## config.mk

```make
export PLATFORM = sky130hd
export DESIGN_NAME = rf_write_arbiter
export DESIGN_NICKNAME = d
export VERILOG_FILES = /design/src/rtl/rf_pkg.sv /design/src/rtl/rr_arbiter.sv /design/src/rtl/rf_write_arbiter.sv
export SDC_FILE = /design/constraint.sdc
export NUM_CORES = 1
export LEC_CHECK = 0
export CORE_AREA = 2 2 418 420
export DETAILED_ROUTE_END_ITERATION = 8
export DIE_AREA = 0 0 420 422
export GPL_ROUTABILITY_DRIVEN = 0
export PLACE_DENSITY = 0.35
export SLEW_MARGIN = 0
export SYNTH_ARGS = -nofsm -noshare
export SYNTH_HDL_FRONTEND = slang
export SYNTH_SLANG_ARGS = --single-unit
```

## constraint.sdc

```tcl
create_clock -name clk -period 11.07 [get_ports clk]
set_clock_uncertainty 0.1 [all_clocks]
set_input_delay 2.214 -clock clk [delete_from_list [all_inputs] [get_ports clk]]
set_output_delay 2.214 -clock clk [all_outputs]
set_load 0.005 [all_outputs]
```

## src/rtl/rf_pkg.sv

```systemverilog
// Register-file shared constants and types.
// Used by the write arbiter and its round-robin sub-block.
package rf_pkg;

  localparam int NUM_REGS   = 32;
  localparam int REG_WIDTH  = 256;
  localparam int ADDR_WIDTH = 5;

  localparam logic [ADDR_WIDTH-1:0] ZERO_REG = 5'd0;

  typedef logic [ADDR_WIDTH-1:0] rf_addr_t;
  typedef logic [REG_WIDTH-1:0]  rf_data_t;

endpackage

```

## src/rtl/rr_arbiter.sv

```systemverilog
// Round-robin arbiter: rotating-priority encoder plus pointer.
// Ports: clk, rst, req[N], en, gnt[N] one-hot, gnt_idx.
module rr_arbiter #(
  parameter  int N  = 3,
  localparam int IW = (N > 1) ? $clog2(N) : 1
) (
  input  logic          clk,
  input  logic          rst,
  input  logic [N-1:0]  req,
  input  logic          en,
  output logic [N-1:0]  gnt,
  output logic [IW-1:0] gnt_idx
);

  logic [IW-1:0] r_ptr;
  logic [N-1:0]  w_gnt;
  logic [IW-1:0] w_idx;
  logic          w_hit;
  logic [IW-1:0] w_nxt;
  int            w_j;

  // First requester at or after the pointer, wrapping modulo N.
  always_comb begin
    w_gnt = '0;
    w_idx = '0;
    w_hit = 1'b0;
    w_j   = 0;
    for (int k = 0; k < N; k++) begin
      w_j = int'(r_ptr) + k;
      if (w_j >= N) w_j = w_j - N;
      if (!w_hit && req[w_j]) begin
        w_hit      = 1'b1;
        w_gnt[w_j] = 1'b1;
        w_idx      = IW'(w_j);
      end
    end
  end

  assign gnt     = en ? w_gnt : '0;
  assign gnt_idx = w_idx;

  always_comb begin
    w_nxt = '0;
    if (w_idx != IW'(N - 1)) w_nxt = w_idx + 1'b1;
  end

  always_ff @(posedge clk or posedge rst) begin
    if (rst) begin
      r_ptr <= '0;
    end else if (en && |w_gnt) begin
      r_ptr <= w_nxt;
    end
  end

endmodule

```

## src/rtl/rf_write_arbiter.sv

```systemverilog
// Shares the register-file write port among writeback sources.
// Ports: req_valid/ready/addr/data per source, rf_hold, WE3/A3/WD3, grant_id, conflict_cnt.
module rf_write_arbiter #(
  parameter  int NUM_REQ    = 3,
  parameter  int REG_WIDTH  = rf_pkg::REG_WIDTH,
  parameter  int ADDR_WIDTH = rf_pkg::ADDR_WIDTH,
  localparam int IDW        = (NUM_REQ > 1) ? $clog2(NUM_REQ) : 1
) (
  input  logic                          clk,
  input  logic                          rst,
  input  logic [NUM_REQ-1:0]            req_valid,
  output logic [NUM_REQ-1:0]            req_ready,
  input  logic [NUM_REQ*ADDR_WIDTH-1:0] req_addr,
  input  logic [NUM_REQ*REG_WIDTH-1:0]  req_data,
  input  logic                          rf_hold,
  output logic                          WE3,
  output logic [ADDR_WIDTH-1:0]         A3,
  output logic [REG_WIDTH-1:0]          WD3,
  output logic [IDW-1:0]                grant_id,
  output logic [15:0]                   conflict_cnt
);

  import rf_pkg::*;

  logic [NUM_REQ-1:0]    w_gnt;
  logic [IDW-1:0]        w_idx;
  logic                  w_en;
  logic                  w_xfer;
  logic [ADDR_WIDTH-1:0] w_addr;
  logic [REG_WIDTH-1:0]  w_data;
  logic                  w_conflict;

  // Ready is forced low during reset as well as during hold.
  assign w_en = ~rf_hold & ~rst;

  rr_arbiter #(.N(NUM_REQ)) u_arb (
    .clk     (clk),
    .rst     (rst),
    .req     (req_valid),
    .en      (w_en),
    .gnt     (w_gnt),
    .gnt_idx (w_idx)
  );

  assign req_ready = w_gnt;
  assign w_xfer    = |w_gnt;

  always_comb begin
    w_addr = '0;
    w_data = '0;
    for (int i = 0; i < NUM_REQ; i++) begin
      if (w_gnt[i]) begin
        w_addr = req_addr[i*ADDR_WIDTH +: ADDR_WIDTH];
        w_data = req_data[i*REG_WIDTH +: REG_WIDTH];
      end
    end
  end

  assign w_conflict = $countones(req_valid) >= 2;

  always_ff @(posedge clk or posedge rst) begin
    if (rst) begin
      WE3      <= 1'b0;
      A3       <= '0;
      WD3      <= '0;
      grant_id <= '0;
    end else if (w_xfer) begin
      // x0 writes complete the handshake but never reach the file.
      WE3      <= (w_addr != ADDR_WIDTH'(ZERO_REG));
      A3       <= w_addr;
      WD3      <= w_data;
      grant_id <= w_idx;
    end else begin
      WE3      <= 1'b0;
    end
  end

  always_ff @(posedge clk or posedge rst) begin
    if (rst) begin
      conflict_cnt <= '0;
    end else if (w_conflict && conflict_cnt != 16'hFFFF) begin
      conflict_cnt <= conflict_cnt + 16'd1;
    end
  end

endmodule

```

== Word level (Yosys, flattened, before mapping) ==
Index checks and enable logic that the tools add are counted.
Cells by class
  reduce and logical (&&, ||, !) cells: 12
  add/sub/neg operators: 9
  $lt $le $gt $ge: 10
  eq/ne operators: 2
  muxes and demuxes: 35
  bitwise gates (word level): 5
Operators with widths (count)
  $mux W256: 3
  $ge A32 B1 Y1 const B: 3
  $lt A32 B4 Y1 const B: 3
  $mux W32: 3
  $ge A32 B3 Y1 const B: 2
  $sub A32 B3 Y32 const B: 2
  $add A16 B1 Y16 const B: 1
  $ne A16 B16 Y1 const B: 1
  $mux W5: 3
  $mux W1: 12
  $mux W3: 4
  $mux W2: 4
  $logic_and A1 B1 Y1: 7
  $bmux W1 S2: 3
  $demux W1 S2: 3
  $or A3 B3 Y3: 2
  $reduce_or A3 Y1: 2
  $reduce_bool A5 Y1: 1
  $add A2 B1 Y3: 1
  $add A2 B1 Y3 const B: 1
  $add A2 B2 Y3 const B: 1
  $ge A3 B2 Y1 const B: 1
  $sub A2 B2 Y3 const B: 1
  $add A1 B1 Y2: 1
  6 further kinds: 8
Word-level totals
  register bits: 282
  word-level logic and storage cells: 79
  input port bits: 789
  output and inout port bits: 283

== Longest topological paths before layout ==
Gate-level depths: netlist of the first run.
  depth after elaboration: 18
  depth in mapped cells: 13

== Cells and area by module ==
From an unflattened synthesis of the first run, not the netlist that was laid out.
Unflattened totals
  cell total of the unflattened synthesis: 1327
  area, all modules: 13078.8 um^2
By module, submodules not included
  rf_write_arbiter: area an instance 12698.4 um^2, instances 1, cells each 1281
  rr_arbiter: area an instance 380.4 um^2, instances 1, cells each 46

== Worst setup path after synthesis of the first run ==
No wires, ideal clock.
  path type: in2out
  from: input port req_valid[1]
  to: output port req_ready[2]
  slack: 5.008 ns
  stages: 9
  arrival: 3.748 ns
  buffers on the path: 5
  path through: buf_2 nand2b_1 and2_1 o32a_2 inv_4 buf_4 buf_4 buf_4 buf_2
Between the ends
  longest elaborated chain between the ends: 11
  elaborated cells between the ends (all ways): 21
  those cells by class: mux (15); bitwise (2); reduce/logical (4)
RTL lines
  start: declaration: RTL line rf_write_arbiter.sv:11  | input logic [NUM_REQ-1:0] req_valid,
  $bmux W1 S2: RTL line rr_arbiter.sv:31  | if (!w_hit && req[w_j]) begin
  $mux W1 (implied by the code) (2 in series): RTL line rr_arbiter.sv:31
  $mux W1: RTL line rr_arbiter.sv:31
  $logic_not A1 Y1: RTL line rr_arbiter.sv:31
  $logic_and A1 B1 Y1: RTL line rr_arbiter.sv:31
  $mux W1: RTL line rr_arbiter.sv:31
  $logic_not A1 Y1: RTL line rr_arbiter.sv:31
  $logic_and A1 B1 Y1: RTL line rr_arbiter.sv:31
  $mux W3 (*): RTL line rr_arbiter.sv:31
  $mux W3 (*): RTL line rr_arbiter.sv:39  | assign gnt = en ? w_gnt : '0;
  end: declaration: RTL line rf_write_arbiter.sv:12  | output logic [NUM_REQ-1:0] req_ready,
Mark *: on every way between the ends. The rest lies on a longest branch, timed or not. The select of a mux whose other input is x is not followed.

== Final worst setup path of the first run ==
  from: input port req_valid[1]
  to: output port req_ready[1]
The elaborated chain is that of the path after synthesis.

==> results.toml, run 1 <==
[timing]
setup_viol = 0
slew_headroom_pct = 23.69
slew_violations = 0
hold_viol = 0
fin_crit_sh_pct = 65.52
finalCriticalPeriod_ps = 7254
postLayoutSetupSlackWorst_ps = 3816
hold_slack_ps = 376.1
setup_tns_ps = 0
rsz0062_at_grt = "false"
worst_pin_slew_ps = 1145
fmax_mhz = 137.9

[critical_path]
crit_path_end_kind = "primary output"
arrival_ps = 4940
path_class = "in -> out"
critPathSlowestCell = "o211a_4"
reg2regPathDepth = 11
crit_family = "buffers and inverters"
worst-path-stages = 6
cpMostUsedCell = "clkdlybuf4s50_1"
crit_fanout = 61
crit_chain = "clkdlybuf4s50_1 -> mux2i_1 -> o22a_1 -> o21a_1 -> o211a_4 -> clkdlybuf4s50_1"
start_kind = "primary input"
cp.required_ps = 8760
slowest_delay_ps = 700
path_buf_inv = 2

[worst_hold_path]
hp-class = "reg -> reg"
holdPathStages = 2

[power_and_ir_drop]
p_leak_nw = 10.13
p_sw_share_pct = 39.80
p_int_mw = 3.880
seq_power_share_pct = 28.8
irDropWorstVdd_uv = 133.7
power_density_nw_per_um2 = 224.5
power_frac_comb_pct = 48.6
finalPower_mw = 6.445
p_sw_mw = 2.565
clkPwrFrac_pct = 22.6

[synthesis]
netlist_instances = 1346
yosysMostFrequentCell = "dfrtp_1"
synth_top_cell_by_area = "dfrtp_1"
synthDistinctLibCells = 45
synth_ff_type = "dfrtp_1"
ys_top_cells_by_count = "dfrtp_1, a22oi_1, a32oi_1"
syn_area_sq_um = 14150
postSynth.asyncResetShare_pct = 100.0
yosysTopAreaCellShare_pct = 49.89
ys_seq_elements = 282
synth_nets = 2141
synth_area_leaders = "dfrtp_1, a32oi_1, a22oi_1, o21ai_1, clkbuf_1"
synth_edf_count = 0
yosys_warnings = 0
synth.avg_cell_area_sq_um = 10.51
yosysSeqAreaShare_pct = 49.89

[detailed_routing]
vias_per_cell = 3.602
drt-initial-drc-count = 1114
wl_per_cell_microns = 25.81
vias = 16900
drc_errors = 0
ant_nets = 0
wl_microns = 121100
firstDrtPassIters = 5

[placement]
numPortBuffers = 1071
hpwl_microns = 94570
dp_slack_ps = 3781

[grt]
grt_pass1_vias = 16820
grt_max_degree = 176
grt_pass1_wl_microns = 157600
grt-ovfl-total = 0
track_usage_pct = 12.99
antenna_found_initial = 56

[floorplanning]
die_x_microns = 420
ios = 1072
coreArea_sq_um = 172900
die-area_sq_um = 177200
row_count = 153
die_y_microns = 422
start_util_pct = 8.183

[clock_network]
htree_levels = 2
cts_root_buffer = "clkbuf_16"
cts_tree = "built"
cts_buffers = 44
post_cts_buffers = 0
clkTransAtPathRegs_ps = 60
cts_resized = 0
clockBufferDepth = 3
clock_sinks = 282
hold_buffers = 0
clkLatencyLatePin_ps = 620

[job]
maxCapViolCount = 0

[final_layout]
fin_nets = 3114
utilization_pct = 16.61
drive_gt1_share_pct = 4.547
area_growth_pct = 102.9

[outcome]
status = "completed"
-- power by group through the flow --
stage | Sequential [mW] | Combinational (mW) | Clock, mW
6_report | 1.86 | 3.13 | 1.46
5_1_grt | 1.91 | 3.38 | 1.57
4_1_cts | 1.85 | 3.21 | 1.54
3_5_place_dp | 1.85 | 3.21 | 0
3_3_place_gp | 1.86 | 3.20 | 0
2_1_floorplan | 1.79 | 1.26 | 0
-- placed cells by master (no fill, tap or decap), types with 8 or more instances in the layout --
cell and instances:
nand3_1 11, clkbuf_8 13, clkbuf_16 44, a32oi_1 258, clkbuf_1 13, dfrtp_1 282, o21ai_0 50, o21ai_1 210
nand2_1 14, diode_2 13, clkdlybuf4s50_1 1071, buf_4 29, a22oi_1 258, a21oi_1 8, xnor2_1 11
-- tightest hold or removal path, delay by kind of cell, from the launching register on --
family / cells / cell delay (ps)
and+or+nand+nor: 2 / 100
DFF: 1 / 340
-- per-layer routing --
layer	vias up	wire length (microns)	global-route usage [%]
met3	182	9377	4.397
met1	8455	46350	14.77
li1	7544	-	-
met4	52	2996	3.351
met2	664	62020	22.97
met5	-	340	0
-- flip-flops by register name, indices dropped and copies added, names as in the netlist --
signal / count
WE3: 1
A3: 5
conflict_cnt: 16
u_arb.r_ptr: 2
WD3: 256
grant_id: 2
-- per-stage QoR --
stage / instance area (sq um) / std cells
floorplan: 14150 / 1346
global placement: 27250 / 4598
detailed placement: 27250 / 4598
CTS: 28670 / 4678
global route: 28700 / 4687
finish: 28710 / 4691
-- cells by family after synthesis --
logic type / synth area share, %
buf+inv: 5.970
flops: 49.89
simple gates: 2.061
xor+xnor: 0.9287
compound gates: 40.32
mux: 0.3007
fa+ha+maj: 0.5307
-- area by class of cell --
cell class / count / area [sq um]
Clock inverter: 10 / 96.34
Fill cell: 19320 / 144200
Inverter: 8 / 53.80
Antenna cell: 13 / 32.53
Timing Repair Buffer: 1101 / 10960
Sequential cell: 282 / 7057
Multi-Input combinational cell: 882 / 6271
Clock buffer: 70 / 1329
Tap cell: 2325 / 2909
-- worst paths after layout --
path                                            startpoint                   end  slack [ps]
worst min-delay path                     A3[0]$_DFFE_PP0P_     A3[0]$_DFFE_PP0P_         380
max in group asynchronous                              rst  WD3[126]$_DFFE_PP0P_        6670
min in group asynchronous                              rst   WD3[28]$_DFFE_PP0P_        2120
worst max register to register  u_arb.r_ptr[1]$_DFFE_PP0P_  WD3[171]$_DFFE_PP0P_        6230
worst max-delay path                          req_valid[1]          req_ready[1]        3820
worst min register to register           A3[0]$_DFFE_PP0P_     A3[0]$_DFFE_PP0P_         380
No activity file was read; power rests on OpenSTA's default activity.
==> run 2, diff against run 1 <==
--- a/config.mk
+++ b/config.mk
@@ -5,11 +5,11 @@
 export SDC_FILE = /design/constraint.sdc
 export NUM_CORES = 1
 export LEC_CHECK = 0
-export CORE_AREA = 2 2 418 420
+export CORE_AREA = 2 2 413 415
 export DETAILED_ROUTE_END_ITERATION = 8
-export DIE_AREA = 0 0 420 422
+export DIE_AREA = 0 0 415 417
 export GPL_ROUTABILITY_DRIVEN = 0
-export PLACE_DENSITY = 0.35
+export PLACE_DENSITY = 0.36
 export SLEW_MARGIN = 0
 export SYNTH_ARGS = -nofsm -noshare
 export SYNTH_HDL_FRONTEND = slang
==> constraint.sdc (replaced) <==
create_clock -name clk -period 6.4 [get_ports clk]
set_clock_uncertainty 0.1 [all_clocks]
set_input_delay 1.28 -clock clk [delete_from_list [all_inputs] [get_ports clk]]
set_output_delay 1.28 -clock clk [all_outputs]
set_load 0.005 [all_outputs]
==> results.toml, run 2 (synthesis gave the netlist of run 1 again) <==
[final_layout]
fillers = 18920
final_common_cell = "clkdlybuf4s50_1"
drive_gt1_share_pct = 4.346
final-seq-area_sq_um = 7057
top_register = "WD3"
reg_top3 = "WD3: 256 flops, conflict_cnt: 16 flops, A3: 5 flops"
area_growth_pct = 102.7
fin_nets = 3112
largest_reg_flops = 256
final_cell_mix = "clkdlybuf4s50_1, dfrtp_1, a32oi_1, a22oi_1, o21ai_1"
multiInputGateArea_sq_um = 6271

[critical_path]
path_class = "in -> out"
crit_path_end_kind = "primary output"
crit_chain = "clkdlybuf4s50_1 -> nand2b_1 -> and2_1 -> o32a_2 -> inv_16 -> clkdlybuf4s50_1"
cpMostUsedCell = "clkdlybuf4s50_1"
arrival_ps = 3770
reg2regPathDepth = 10
start_kind = "primary input"
rr_startpoint = "u_arb.r_ptr[1]$_DFFE_PP0P_"
crit_fanout = 69
cp.required_ps = 5020
slowest_delay_ps = 730
worstReg2RegEnd = "WD3[227]$_DFFE_PP0P_"
critPathSlowestCell = "clkdlybuf4s50_1"
r2r_slack_ps = 2540

[worst_hold_path]
min_to = "grant_id[0]$_DFFE_PP0P_"
hp-class = "reg -> reg"
holdPathStages = 1
hp-start = "grant_id[0]$_DFFE_PP0P_"

[grt]
grt_pass1_vias = 17130
antenna_found_initial = 44
grt_pass1_wl_microns = 148000
grt-ovfl-total = 0
grt_max_degree = 219
track_usage_pct = 12.17

[power_and_ir_drop]
p_sw_mw = 4.218
power_density_nw_per_um2 = 383.1
p_sw_share_pct = 38.40
irDropWorstVdd_uv = 236.5
p_int_mw = 6.766
seq_power_share_pct = 28.4
clkPwrFrac_pct = 22.4
power_frac_comb_pct = 49.2
p_leak_nw = 10.14

[outcome]
status = "completed"

[floorplanning]
die-area_sq_um = 173100
coreArea_sq_um = 168500
die_x_microns = 415
ios = 1072
start_util_pct = 8.394
die_y_microns = 417
row_count = 151

[clock_network]
post_cts_buffers = 0
cts_tree = "built"
clkLatencyLatePin_ps = 610
clkTransAtPathRegs_ps = 60
cts_buffers = 43
cts_root_buffer = "clkbuf_16"
hold_buffers = 0
cts_resized = 0
clockBufferDepth = 3
clock_sinks = 282
htree_levels = 2

[detailed_routing]
wl_microns = 111400
vias = 16650
drt-initial-drc-count = 1040
met1Wirelength_microns = 42760
firstDrtPassIters = 5
vias_per_cell = 3.636
drc_errors = 0
route.met3.wl_microns = 7295
ant_nets = 0
wl_met2_microns = 58960
dr.max_layer_used = "met5"
wl_per_cell_microns = 24.33

[placement]
hpwl_microns = 86300
numPortBuffers = 1071
dp_slack_ps = 1278

[timing]
worst_pin_slew_ps = 1322
setup_viol = 0
slew_headroom_pct = 11.89
setup_tns_ps = 0
postLayoutSetupSlackWorst_ps = 1249
fin_crit_sh_pct = 80.49
slew_violations = 0
hold_viol = 0
fmax_mhz = 194.1
rsz0062_at_grt = "false"
finalCriticalPeriod_ps = 5151

[job]
maxCapViolCount = 0
[run 2: cell types whose count changed in the layout (fill, tap and decap cells not counted), moves of 3 or more]
cell / change
buf_12: +10
buf_4: -11
clkinv_2: -4
clkinvlp_4: +3
[run 2: worst max path at each step]
| stage | slack [ps] | start | cells past startpoint | end |
|---|---|---|---|---|
| floorplan | 1280 | rst | 1 | A3[0]$_DFFE_PP0P_ |
| global placement | 1280 | req_valid[1] | 6 | req_ready[2] |
| detailed placement | 1280 | req_valid[1] | 6 | req_ready[2] |
| CTS | 1270 | req_valid[1] | 6 | req_ready[2] |
| global route | 1160 | req_valid[1] | 6 | req_ready[2] |
| finish | 1250 | req_valid[1] | 6 | req_ready[2] |
[run 2: layer usage]
| layer | up-vias | GRT usage [%] |
|---|---|---|
| met5 | - | 0 |
| met4 | 44 | 3.303 |
| met3 | 140 | 3.675 |
| met2 | 589 | 22.12 |
| met1 | 8329 | 13.66 |
| li1 | 7546 | - |
[run 2: final cells by class]
cell class	count	area share [%]
diodes	14	0.1222
repair buffers	1100	38.63
well taps	2218	9.679
flip-flops and latches	282	24.61
clock inverters	5	0.2007
inverters	8	0.1746
multi-input cells	882	21.87
clock buffers	70	4.709
[run 2: power groups by stage]
stage | Sequential (mW) | Clock, mW | Combinational (mW)
global route | 3.22 | 2.66 | 5.82
floorplan | 3.10 | 0 | 2.17
detailed placement | 3.12 | 0 | 5.53
finish | 3.12 | 2.46 | 5.40
global placement | 3.14 | 0 | 5.53
CTS | 3.12 | 2.60 | 5.54
[run 2: worst max-delay path: cells and delay by family]
kind	cells	cell delay [ps]
compound gates	1	500
simple gates	2	360
buf+inv	3	1550
[run 2: stage by stage]
stage          power (mW)  util, %  hold WS (ps)  instances  cell area, sq um
2_1_floorplan       5.273        -         370.0       1346             14150
3_3_place_gp        8.666    16.16         360.9       4490             27230
3_5_place_dp        8.650    16.16         365.6       4490             27230
5_1_grt             11.70    17.01         412.0       4577             28670
4_1_cts             11.26    16.99         378.9       4565             28640
6_report            10.98    17.01         374.8       4579             28670
==> run 3, diff against run 2 <==
--- a/config.mk
+++ b/config.mk
@@ -5,11 +5,11 @@
 export SDC_FILE = /design/constraint.sdc
 export NUM_CORES = 1
 export LEC_CHECK = 0
-export CORE_AREA = 2 2 413 415
+export CORE_AREA = 2 2 418 420
 export DETAILED_ROUTE_END_ITERATION = 8
-export DIE_AREA = 0 0 415 417
+export DIE_AREA = 0 0 420 422
 export GPL_ROUTABILITY_DRIVEN = 0
-export PLACE_DENSITY = 0.36
+export PLACE_DENSITY = 0.35
 export SLEW_MARGIN = 0
 export SYNTH_ARGS = -nofsm -noshare
 export SYNTH_HDL_FRONTEND = slang
==> constraint.sdc (replaced) <==
create_clock -name clk -period 5.05 [get_ports clk]
set_clock_uncertainty 0.1 [all_clocks]
set_input_delay 1.01 -clock clk [delete_from_list [all_inputs] [get_ports clk]]
set_output_delay 1.01 -clock clk [all_outputs]
set_load 0.005 [all_outputs]
==> results.toml, run 3 (synthesis gave the netlist of run 1 again) <==
[power_and_ir_drop]
power_density_nw_per_um2 = 484.7
irDropWorstVdd_uv = 249.0
p_leak_nw = 10.27

[critical_path]
path_class = "in -> out"
cp.required_ps = 3940
crit_path_start = "req_valid[1]"
reg2regPathDepth = 11
r2r_slack_ps = 1530
worstReg2RegEnd = "WD3[200]$_DFFE_PP0P_"
start_kind = "primary input"
crit_fanout = 9
arrival_ps = 3360
critPathCapture = "req_ready[0]"
crit_path_end_kind = "primary output"
rr_startpoint = "u_arb.r_ptr[0]$_DFFE_PP0P_"

[timing]
finalCriticalPeriod_ps = 4470
slew_headroom_pct = 32.89
setup_tns_ps = 0
worst_pin_slew_ps = 1007
hold_viol = 0
setup_viol = 0
rsz0062_at_grt = "false"
hold_slack_ps = 377.8
slew_violations = 0
fin_crit_sh_pct = 88.51
fmax_mhz = 223.7

[grt]
track_usage_pct = 12.30
grt_pass1_vias = 17110
antenna_found_initial = 47
grt_max_degree = 213
grt-ovfl-total = 0
grt_pass1_wl_microns = 150900

[final_layout]
area_growth_pct = 105.1
top_register = "WD3"
reg_top3 = "WD3: 256 flops, conflict_cnt: 16 flops, A3: 5 flops"
final_area_sq_um = 29010
fin_nets = 3135
final_common_cell = "clkdlybuf4s50_1"
drive_gt1_share_pct = 5.241
largest_reg_flops = 256
final_cell_mix = "clkdlybuf4s50_1, dfrtp_1, a32oi_1, a22oi_1, o21ai_1"

[detailed_routing]
vias_per_cell = 3.567
wl_microns = 114800
vias = 16770
drt-initial-drc-count = 1182
wl_per_cell_microns = 24.41
ant_nets = 0
drc_errors = 0
firstDrtPassIters = 7

[clock_network]
post_cts_buffers = 0
htree_levels = 2
hold_buffers = 0
clkLatencyLatePin_ps = 600
cts_resized = 0
clkTransAtPathRegs_ps = 60
clockBufferDepth = 3
cts_tree = "built"
clock_sinks = 282
cts_root_buffer = "clkbuf_16"
cts_buffers = 44

[floorplanning]
coreArea_sq_um = 172900
die_y_microns = 422
row_count = 153
start_util_pct = 8.183
die_x_microns = 420
ios = 1072
die-area_sq_um = 177200

[job]
maxCapViolCount = 0

[outcome]
status = "completed"

[placement]
numPortBuffers = 1071
placed_area_sq_um = 27620
hpwl_microns = 91530

[worst_hold_path]
hp-class = "reg -> reg"
## run 3: how the worst min path moves through the flow
stage                            startpoint                 endpoint  depth (start not counted)
global placement    grant_id[0]$_DFFE_PP0P_  grant_id[0]$_DFFE_PP0P_                          1
global route        grant_id[0]$_DFFE_PP0P_  grant_id[0]$_DFFE_PP0P_                          1
CTS                 grant_id[0]$_DFFE_PP0P_  grant_id[0]$_DFFE_PP0P_                          1
finish                    A3[0]$_DFFE_PP0P_        A3[0]$_DFFE_PP0P_                          2
floorplan                 A3[4]$_DFFE_PP0P_        A3[4]$_DFFE_PP0P_                          2
detailed placement  grant_id[0]$_DFFE_PP0P_  grant_id[0]$_DFFE_PP0P_                          1
## run 3: per-layer routing
layer  global-route usage (%)  vias to the layer above  wire length, microns
met1                    13.65                     8365                 43210
met3                    3.954                      163                  8458
li1                         -                     7572                     -
met5                        0                        -                   241
met4                    3.034                       38                  2505
met2                    22.41                      629                 60350
## run 3: cell type report
cell class,count,area (sq um)
antenna,10,25.02
clock buffer,60,1242
clock inverter,12,123.9
fill,19330,143900
inverter,8,50.05
multi-input combinational,882,6271
sequential,282,7057
tap,2325,2909
timing repair buffer,1122,11330
## run 3: critical path: stages
cell and delay (ps):
clkdlybuf4s50_1 750, nand2b_1 170, a221oi_1 350, a31oi_1 130, a21oi_4 270, clkdlybuf4s50_1 670
## run 3: per-stage QoR
step                      instances  utilization [%]  total power, mW  worst slack [ps]
after global routing           4700            16.78            14.99             495.5
after global placement         4619            15.98            11.20             516.7
after detailed placement       4619            15.98            11.19             589.8
after CTS                      4691            16.77            14.44             569.3
final                          4701            16.78            14.06             580.3
after floorplan                1346                -            6.682             204.7
## run 3: report_power, final
part | switching (mW) | total [mW] | internal, mW
logic | 3.51 | 7.02 | 3.51
registers | 0.689 | 3.99 | 3.30
clock network | 1.25 | 3.06 | 1.80
